[src/rtl/muldiv_pkg.sv]
// -----------------------------------------------------------------------------
// muldiv_pkg
// Definitions shared by the multiply/divide unit and its bench: the RV32M
// funct3 operation encoding, the controller state encoding, and the default
// operand width.
// -----------------------------------------------------------------------------
package muldiv_pkg;

    localparam int XLEN_DEFAULT = 32;

    // RV32M funct3 values; bit 2 separates multiply (0) from divide (1).
    typedef enum logic [2:0] {
        OP_MUL    = 3'd0,
        OP_MULH   = 3'd1,
        OP_MULHSU = 3'd2,
        OP_MULHU  = 3'd3,
        OP_DIV    = 3'd4,
        OP_DIVU   = 3'd5,
        OP_REM    = 3'd6,
        OP_REMU   = 3'd7
    } op_e;

    typedef enum logic [1:0] {
        IDLE = 2'd0,
        MUL  = 2'd1,
        DIV  = 2'd2,
        DONE = 2'd3
    } state_e;

endpackage

[src/rtl/muldiv_unit_div_step.sv]
// -----------------------------------------------------------------------------
// div_step
// One combinational restoring-division step on unsigned magnitudes. The
// quotient register doubles as the dividend shift register: its MSB is shifted
// into the partial remainder and the new quotient bit enters at its LSB.
//
// Ports
//   i_rem     [XLEN-1:0]  partial remainder before the step
//   i_quo     [XLEN-1:0]  remaining dividend bits / quotient bits so far
//   i_divisor [XLEN-1:0]  divisor magnitude
//   o_rem     [XLEN-1:0]  partial remainder after the step
//   o_quo     [XLEN-1:0]  quotient register after the step
// -----------------------------------------------------------------------------
module div_step
    import muldiv_pkg::*;
#(
    parameter int XLEN = XLEN_DEFAULT
) (
    input  logic [XLEN-1:0] i_rem,
    input  logic [XLEN-1:0] i_quo,
    input  logic [XLEN-1:0] i_divisor,
    output logic [XLEN-1:0] o_rem,
    output logic [XLEN-1:0] o_quo
);

    logic [XLEN:0] w_shift;
    logic [XLEN:0] w_diff;
    logic          w_fits;

    assign w_shift = {i_rem, i_quo[XLEN-1]};
    assign w_diff  = w_shift - {1'b0, i_divisor};
    // Partial remainder is always below the divisor, so a borrow shows up
    // as the extra MSB of the difference.
    assign w_fits  = ~w_diff[XLEN];

    assign o_rem = w_fits ? w_diff[XLEN-1:0] : w_shift[XLEN-1:0];
    assign o_quo = {i_quo[XLEN-2:0], w_fits};

endmodule

[src/rtl/muldiv_unit.sv]
// -----------------------------------------------------------------------------
// muldiv_unit
// Iterative RV32M multiply/divide unit with a valid/ready request side and a
// valid/ready result side. Operands are converted to unsigned magnitudes on
// accept, processed one bit per cycle, and sign-corrected when the result is
// registered. Divide-by-zero and signed overflow finish one cycle after accept.
//
// Configuration macro
//   MULDIV_FAST_MUL_EN  when defined, multiplies use a single-cycle full
//                       multiplier and finish one cycle after accept.
//
// Ports
//   clk        clock, all state changes on rising edge
//   reset      synchronous active-high reset
//   in_valid   request valid
//   in_ready   unit idle and able to accept a request
//   op   [2:0] funct3 operation code
//   A    [XLEN-1:0] rs1 operand
//   B    [XLEN-1:0] rs2 operand
//   out_valid  result valid
//   out_ready  consumer accepts result
//   result     registered result
// -----------------------------------------------------------------------------
module muldiv_unit
    import muldiv_pkg::*;
#(
    parameter int XLEN = XLEN_DEFAULT
) (
    input  logic            clk,
    input  logic            reset,
    input  logic            in_valid,
    output logic            in_ready,
    input  logic [2:0]      op,
    input  logic [XLEN-1:0] A,
    input  logic [XLEN-1:0] B,
    output logic            out_valid,
    input  logic            out_ready,
    output logic [XLEN-1:0] result
);

    localparam int              CNT_W    = $clog2(XLEN + 1);
    localparam logic [XLEN-1:0] MOST_NEG = {1'b1, {(XLEN-1){1'b0}}};

    state_e            r_state, w_state_next;
    op_e               r_op;
    logic [XLEN-1:0]   r_a;
    logic [XLEN-1:0]   r_mcand;     // multiplicand or divisor magnitude
    logic [XLEN-1:0]   r_hi;        // product high half or partial remainder
    logic [XLEN-1:0]   r_lo;        // multiplier/product low half or quotient
    logic              r_neg;       // final result must be negated
    logic              r_div_zero;
    logic              r_div_ovf;
    logic [CNT_W-1:0]  r_cnt;
    logic [XLEN-1:0]   r_result;

    // ---------------- request decode (used only on accept) ----------------
    op_e               w_op;
    logic              w_a_signed, w_b_signed, w_a_neg, w_b_neg, w_res_neg;
    logic [XLEN-1:0]   w_a_mag, w_b_mag;

    assign w_op       = op_e'(op);
    assign w_a_signed = (w_op == OP_MULH) || (w_op == OP_MULHSU) ||
                        (w_op == OP_DIV)  || (w_op == OP_REM);
    assign w_b_signed = (w_op == OP_MULH) || (w_op == OP_DIV) || (w_op == OP_REM);
    assign w_a_neg    = w_a_signed & A[XLEN-1];
    assign w_b_neg    = w_b_signed & B[XLEN-1];
    assign w_a_mag    = w_a_neg ? -A : A;
    assign w_b_mag    = w_b_neg ? -B : B;
    // Remainder follows the dividend; quotient and products follow both signs.
    assign w_res_neg  = (w_op == OP_REM) ? w_a_neg : (w_a_neg ^ w_b_neg);

    // ---------------- multiply datapath ----------------
    logic [2*XLEN-1:0] w_prod, w_prod_fix;
    logic [XLEN-1:0]   w_mul_res;

`ifdef MULDIV_FAST_MUL_EN
    assign w_prod = {{XLEN{1'b0}}, r_mcand} * {{XLEN{1'b0}}, r_lo};
`else
    logic [XLEN:0]     w_mul_sum;

    // Shift-add: conditionally add the multiplicand to the high half, then
    // shift {carry, high, low} right; the multiplier drains out of r_lo.
    assign w_mul_sum = {1'b0, r_hi} + (r_lo[0] ? {1'b0, r_mcand} : '0);
    assign w_prod    = {r_hi, r_lo};
`endif

    assign w_prod_fix = r_neg ? -w_prod : w_prod;
    assign w_mul_res  = (r_op == OP_MUL) ? w_prod_fix[XLEN-1:0]
                                         : w_prod_fix[2*XLEN-1:XLEN];

    // ---------------- divide datapath ----------------
    logic [XLEN-1:0]   w_step_rem, w_step_quo;
    logic [XLEN-1:0]   w_quo_fix, w_rem_fix, w_div_res;
    logic              w_is_rem, w_div_special;

    div_step #(.XLEN(XLEN)) u_div_step (
        .i_rem     (r_hi),
        .i_quo     (r_lo),
        .i_divisor (r_mcand),
        .o_rem     (w_step_rem),
        .o_quo     (w_step_quo)
    );

    assign w_is_rem      = (r_op == OP_REM) || (r_op == OP_REMU);
    assign w_div_special = r_div_zero | r_div_ovf;
    assign w_quo_fix     = r_neg ? -r_lo : r_lo;
    assign w_rem_fix     = r_neg ? -r_hi : r_hi;

    always_comb begin
        if (r_div_zero)
            w_div_res = w_is_rem ? r_a : '1;
        else if (r_div_ovf)
            w_div_res = w_is_rem ? '0 : r_a;
        else
            w_div_res = w_is_rem ? w_rem_fix : w_quo_fix;
    end

    // ---------------- controller ----------------
    // NOTE: clocked state uses non-blocking (<=) so every register samples
    // pre-edge values; blocking (=) here would create order-dependent races.
    always_ff @(posedge clk) begin
        if (reset)
            r_state <= IDLE;
        else
            r_state <= w_state_next;
    end

    // NOTE: every output of this block gets a default before the case, so no
    // path leaves a signal unassigned and no latch is inferred.
    always_comb begin
        w_state_next = r_state;
        in_ready     = 1'b0;
        out_valid    = 1'b0;
        case (r_state)
            IDLE: begin
                in_ready = 1'b1;
                if (in_valid)
                    w_state_next = op[2] ? DIV : MUL;
            end
            MUL: begin
`ifdef MULDIV_FAST_MUL_EN
                w_state_next = DONE;
`else
                if (r_cnt == '0)
                    w_state_next = DONE;
`endif
            end
            DIV: begin
                if (w_div_special || (r_cnt == '0))
                    w_state_next = DONE;
            end
            DONE: begin
                out_valid = 1'b1;
                if (out_ready)
                    w_state_next = IDLE;
            end
            default: w_state_next = IDLE;
        endcase
    end

    // NOTE: only the counter and the visible result are reset; the operand
    // and working registers are always reloaded on accept before being used.
    always_ff @(posedge clk) begin
        if (reset) begin
            r_result <= '0;
            r_cnt    <= '0;
        end else begin
            case (r_state)
                IDLE: begin
                    if (in_valid) begin
                        r_op       <= w_op;
                        r_a        <= A;
                        r_mcand    <= op[2] ? w_b_mag : w_a_mag;
                        r_lo       <= op[2] ? w_a_mag : w_b_mag;
                        r_hi       <= '0;
                        r_neg      <= w_res_neg;
                        r_div_zero <= (B == '0);
                        r_div_ovf  <= ((w_op == OP_DIV) || (w_op == OP_REM)) &&
                                      (A == MOST_NEG) && (B == '1);
                        r_cnt      <= CNT_W'(XLEN);
                    end
                end
                MUL: begin
`ifdef MULDIV_FAST_MUL_EN
                    r_result <= w_mul_res;
                    r_cnt    <= '0;
`else
                    if (r_cnt != '0) begin
                        r_hi  <= w_mul_sum[XLEN:1];
                        r_lo  <= {w_mul_sum[0], r_lo[XLEN-1:1]};
                        r_cnt <= r_cnt - CNT_W'(1);
                    end else begin
                        r_result <= w_mul_res;
                    end
`endif
                end
                DIV: begin
                    if (w_div_special || (r_cnt == '0)) begin
                        r_result <= w_div_res;
                        r_cnt    <= '0;
                    end else begin
                        r_hi  <= w_step_rem;
                        r_lo  <= w_step_quo;
                        r_cnt <= r_cnt - CNT_W'(1);
                    end
                end
                default: ;
            endcase
        end
    end

    assign result = r_result;

endmodule

[config.mk]
export PLATFORM = sky130hd
export DESIGN_NAME = muldiv_unit
export DESIGN_NICKNAME = d
export VERILOG_FILES = /design/src/rtl/muldiv_pkg.sv /design/src/rtl/muldiv_unit_div_step.sv /design/src/rtl/muldiv_unit.sv
export SDC_FILE = /design/constraint.sdc
export NUM_CORES = 1
export LEC_CHECK = 0
export BUFFER_PORTS_ARGS = -buffer_cell sky130_fd_sc_hd__clkbuf_2
export CAP_MARGIN = 0
export CORE_MARGIN = 2
export CORE_UTILIZATION = 50
export DETAILED_ROUTE_END_ITERATION = 6
export GPL_TIMING_DRIVEN = 0
export PLACE_DENSITY_LB_ADDON = 0.3
export SYNTH_ARGS = -nofsm -noshare
export SYNTH_HDL_FRONTEND = slang
export SYNTH_SLANG_ARGS = --single-unit
[constraint.sdc]
create_clock -name clk -period 14 [get_ports clk]
set_input_delay 0.7 -clock clk [delete_from_list [all_inputs] [get_ports clk]]
set_output_delay 0.7 -clock clk [all_outputs]
set_load 0.02 [all_outputs]
==> flow_summary.json <==
{
  "cp.arrival_ps": 5580,
  "setup_tns_ps": 0,
  "syn-mean-instance-area_um2": 8.26,
  "clock-root-buffer": "clkbuf_16",
  "syn-num-nets": 2046,
  "cpLargestDelayFamily": "compound AO/OA/AOI/OAI gates",
  "hold_class": "input pin to flip-flop",
  "min_period_ps": 5390,
  "slowest_delay_ps": 720,
  "chipWidth_um": 181,
  "critPathLaunchType": "flip-flop",
  "grt_max_degree": 38,
  "clockPowerShare_pct": 13.0,
  "switching_share_pct": 52.2,
  "cts_hold_buf": 0,
  "cp_max_fo": 10,
  "combPwrFrac_pct": 61.3,
  "crit_chain": "inv_1 -> ha_1 -> fa_1 -> nand2b_1 -> a21oi_1 -> o211ai_1 -> o21ai_0 -> a21boi_0 -> o21ai_0 -> o211ai_1 -> buf_2 -> mux2i_1 -> o32ai_1",
  "r2r_cells": 13,
  "io_pins": 105,
  "power_mw": 3.88,
  "fin_skew_ps": 21.4,
  "fin_crit_sh_pct": 38.5,
  "clock-sinks": 174,
  "worstMarginPinSlew_ps": 1290,
  "rsz0062_at_grt": "no",
  "powerDensity_mw_per_mm2": 222,
  "cp_num_buf_inv": 2,
  "synth-edff-count": 134,
  "p_int_mw": 1.85,
  "ys_types": 73,
  "start_util_pct": 51.0,
  "reg2reg_slack_ps": 8610,
  "wl_per_cell_um": 27.1,
  "syn_to_final_growth_pct": 11.3,
  "peakVddDrop_uv": 112,
  "synthCells": 1899,
  "grt_pass1_vias": 15200,
  "max_slew_margin_pct": 13.4,
  "path_class": "flip-flop to flip-flop",
  "via_per_inst": 6.63,
  "async_flop_share_pct": 0,
  "grt_usage_pct": 40.1,
  "worstSkewPairLatency_ps": 490,
  "setup.worst_path.end_class": "flip-flop",
  "port_buffers": 103,
  "status": "finished, final reports clean",
  "rows": 64,
  "drv_cap": 0,
  "hold_viol": 0,
  "fmax_ghz": 0.186,
  "netlist_area_mm2": 0.0157,
  "slowest_stage": "o21ai_0",
  "hpwl_um": 52800,
  "vias": 16200,
  "cts_tree": "yes",
  "p_leak_nw": 6.67,
  "fillers": 2892,
  "hold_path_depth": 1,
  "routed_wirelength_um": 66100,
  "ys.flop_type": "edfxtp_1",
  "postCtsSetupBuffers": 0,
  "nNetsFinal": 2174,
  "r2r_start": "r_lo[31]",
  "grt_pass1_wl_um": 97500,
  "drc": 0,
  "cts.repair.resized": 0,
  "antenna_found_initial": 0,
  "drive_gt1_share_pct": 8.87,
  "p_seq_share_pct": 25.7,
  "switchingPower_mw": 2.03,
  "critPathRequiredTime_ps": 14200,
  "htreeDepth": 4,
  "hold-path-endpoint": "r_a[31]",
  "finalMaxSlewViolations": 0,
  "drt_iter0_drc": 2058,
  "clk_pin_slew_ps": 90,
  "synth-seq-cells": 174,
  "place_congestion": 1.02,
  "ys_seq_area_share_pct": 30.7,
  "ys_warn_count": 0,
  "gr-total-overflow": 0,
  "first_pass_iters": 5,
  "cts_buffers": 17,
  "dieHeight_um": 181,
  "hp-start": "A[31]",
  "drtAntennaViolNets": 0,
  "setup_viol": 0,
  "die_area_mm2": 0.0328,
  "core_area_mm2": 0.0307,
  "timing.rr.end": "r_hi[9]",
  "cts_buffer_depth": 2
}
-- metal layers --
metal	vias up	track usage (%)	wire length, um
li1	7343	-	-
met1	7751	55.2	27900
met2	926	61.3	28800
met3	146	8.22	6520
met4	0	16.5	2850
met5	-	0	0
-- how the worst max path moves through the flow --
stage,from,endpoint,slack (ps),cells after the start
floorplan,r_state[0],r_hi[0],7390,5
global placement,r_state[0],r_lo[24],3890,6
detailed placement,r_hi[0],r_hi[9],8920,12
CTS,r_hi[0],r_hi[9],8900,12
global route,r_lo[31],r_hi[20],8490,13
finish,r_lo[31],r_hi[9],8610,13
-- synthesized netlist by cell type (20+ instances only) --
cell	count	share of area (%)
nand2_1	185	4.4
nor2_1	164	3.9
a21oi_1	142	4.5
o21ai_0	139	4.4
edfxtp_1	134	26
xnor2_1	103	5.7
xor2_1	103	5.7
clkbuf_1	101	2.4
ha_1	74	5.9
inv_1	71	1.7
mux2i_1	65	4.1
nand3_1	49	1.6
nor3_1	44	1.4
dfxtp_1	40	5.1
o31ai_1	32	1.5
o22ai_1	30	1.2
a221oi_1	27	1.5
o211ai_1	24	1.1
a22oi_1	23	1.1
nand2b_1	23	0.92
or3_1	23	0.92
a211oi_1	20	0.96
nor4_1	20	0.80
-- cells in the final DEF, fill, tap and decap left out, types with 7 or more instances in the layout --
| cell | n |
|---|---|
| o211ai_1 | 24 |
| xnor2_1 | 103 |
| a22oi_1 | 23 |
| a21o_1 | 18 |
| o41ai_1 | 18 |
| a31oi_1 | 15 |
| nor4_1 | 20 |
| a211oi_1 | 19 |
| or2_2 | 7 |
| nor2_1 | 163 |
| xor2_1 | 103 |
| and2_1 | 9 |
| nand2_1 | 185 |
| nand4_1 | 15 |
| o21ai_0 | 139 |
| a311oi_1 | 7 |
| clkbuf_2 | 103 |
| a21oi_1 | 142 |
| nand2b_1 | 23 |
| or3_1 | 23 |
| a221oi_1 | 27 |
| nand3_1 | 49 |
| inv_1 | 71 |
| o22ai_1 | 30 |
| mux2_2 | 14 |
| dfxtp_1 | 40 |
| or4_1 | 17 |
| o21a_1 | 12 |
| ha_1 | 74 |
| and3_1 | 8 |
| nor3_1 | 44 |
| mux2i_1 | 65 |
| o31ai_1 | 32 |
| edfxtp_1 | 134 |
| clkbuf_16 | 17 |
| o21bai_1 | 11 |
| clkbuf_1 | 101 |
| nor2b_1 | 17 |
-- metrics by stage --
step / utilization, % / hold WS, ps / std cells / cell area, um2 / worst slack, ps
6_report: 56.8 / 417 / 2437 / 17500 / 8610
5_1_grt: 56.8 / 411 / 2436 / 17500 / 8490
4_1_cts: 56.8 / 412 / 2436 / 17500 / 8900
3_5_place_dp: 54.8 / 446 / 2404 / 16900 / 8920
3_3_place_gp: 54.3 / 437 / 2398 / 16700 / 3890
2_1_floorplan: - / 476 / 1899 / 15700 / 7390
-- flip-flops by register name (all words and copies together) (netlist names) --
register and flops:
r_lo 32, r_hi 32, r_state 2, r_cnt 6, r_div_zero 1, r_op 3, r_div_ovf 1, r_neg 1
r_a 32, r_mcand 32, result 32
-- cell type report --
class,count,area [um2],area share (%)
well taps,396,495,2.84
diodes,1,2.50,0.0143
clock inverters,15,181,1.04
multi-input cells,1542,10200,58.4
flip-flops and latches,174,4820,27.6
clock buffers,17,425,2.43
inverters,71,267,1.53
repair buffers,109,653,3.74
plain buffers,112,427,2.44
-- power by group through the flow --
| stage | logic, mW | clock network (mW) | registers [mW] |
|---|---|---|---|
| 6_report | 2.38 | 0.505 | 0.998 |
| 5_1_grt | 2.55 | 0.523 | 1.01 |
| 4_1_cts | 2.31 | 0.503 | 0.982 |
| 3_5_place_dp | 2.30 | 0 | 0.994 |
| 3_3_place_gp | 2.23 | 0 | 1.01 |
| 2_1_floorplan | 1.54 | 0 | 0.950 |
-- worst register-to-register path, delay by kind of cell (launching register included) --
kind	cells	cell delay, ps
and+or+nand+nor	1	190
DFF	1	450
buffers and inverters	2	680
AOI/OAI and AO/OA	7	2840
muxes	1	240
adders and majority gates	2	690
-- cells by family (layout without fill, tap and decap cells) --
kind of cell               after synthesis  count (layout)  share of synthesized area (%)
AOI/OAI and AO/OA                      581             581                           24.0
xor gates and xnor gates               206             206                           11.5
adders and majority gates               76              76                           6.15
buffers and inverters                  183             324                           4.42
DFF                                    174             174                           30.7
muxes                                   79              79                           5.15
other                                    0               1                              0
and+or+nand+nor                        600             600                           18.1
Power figures use the tool's default switching activity.
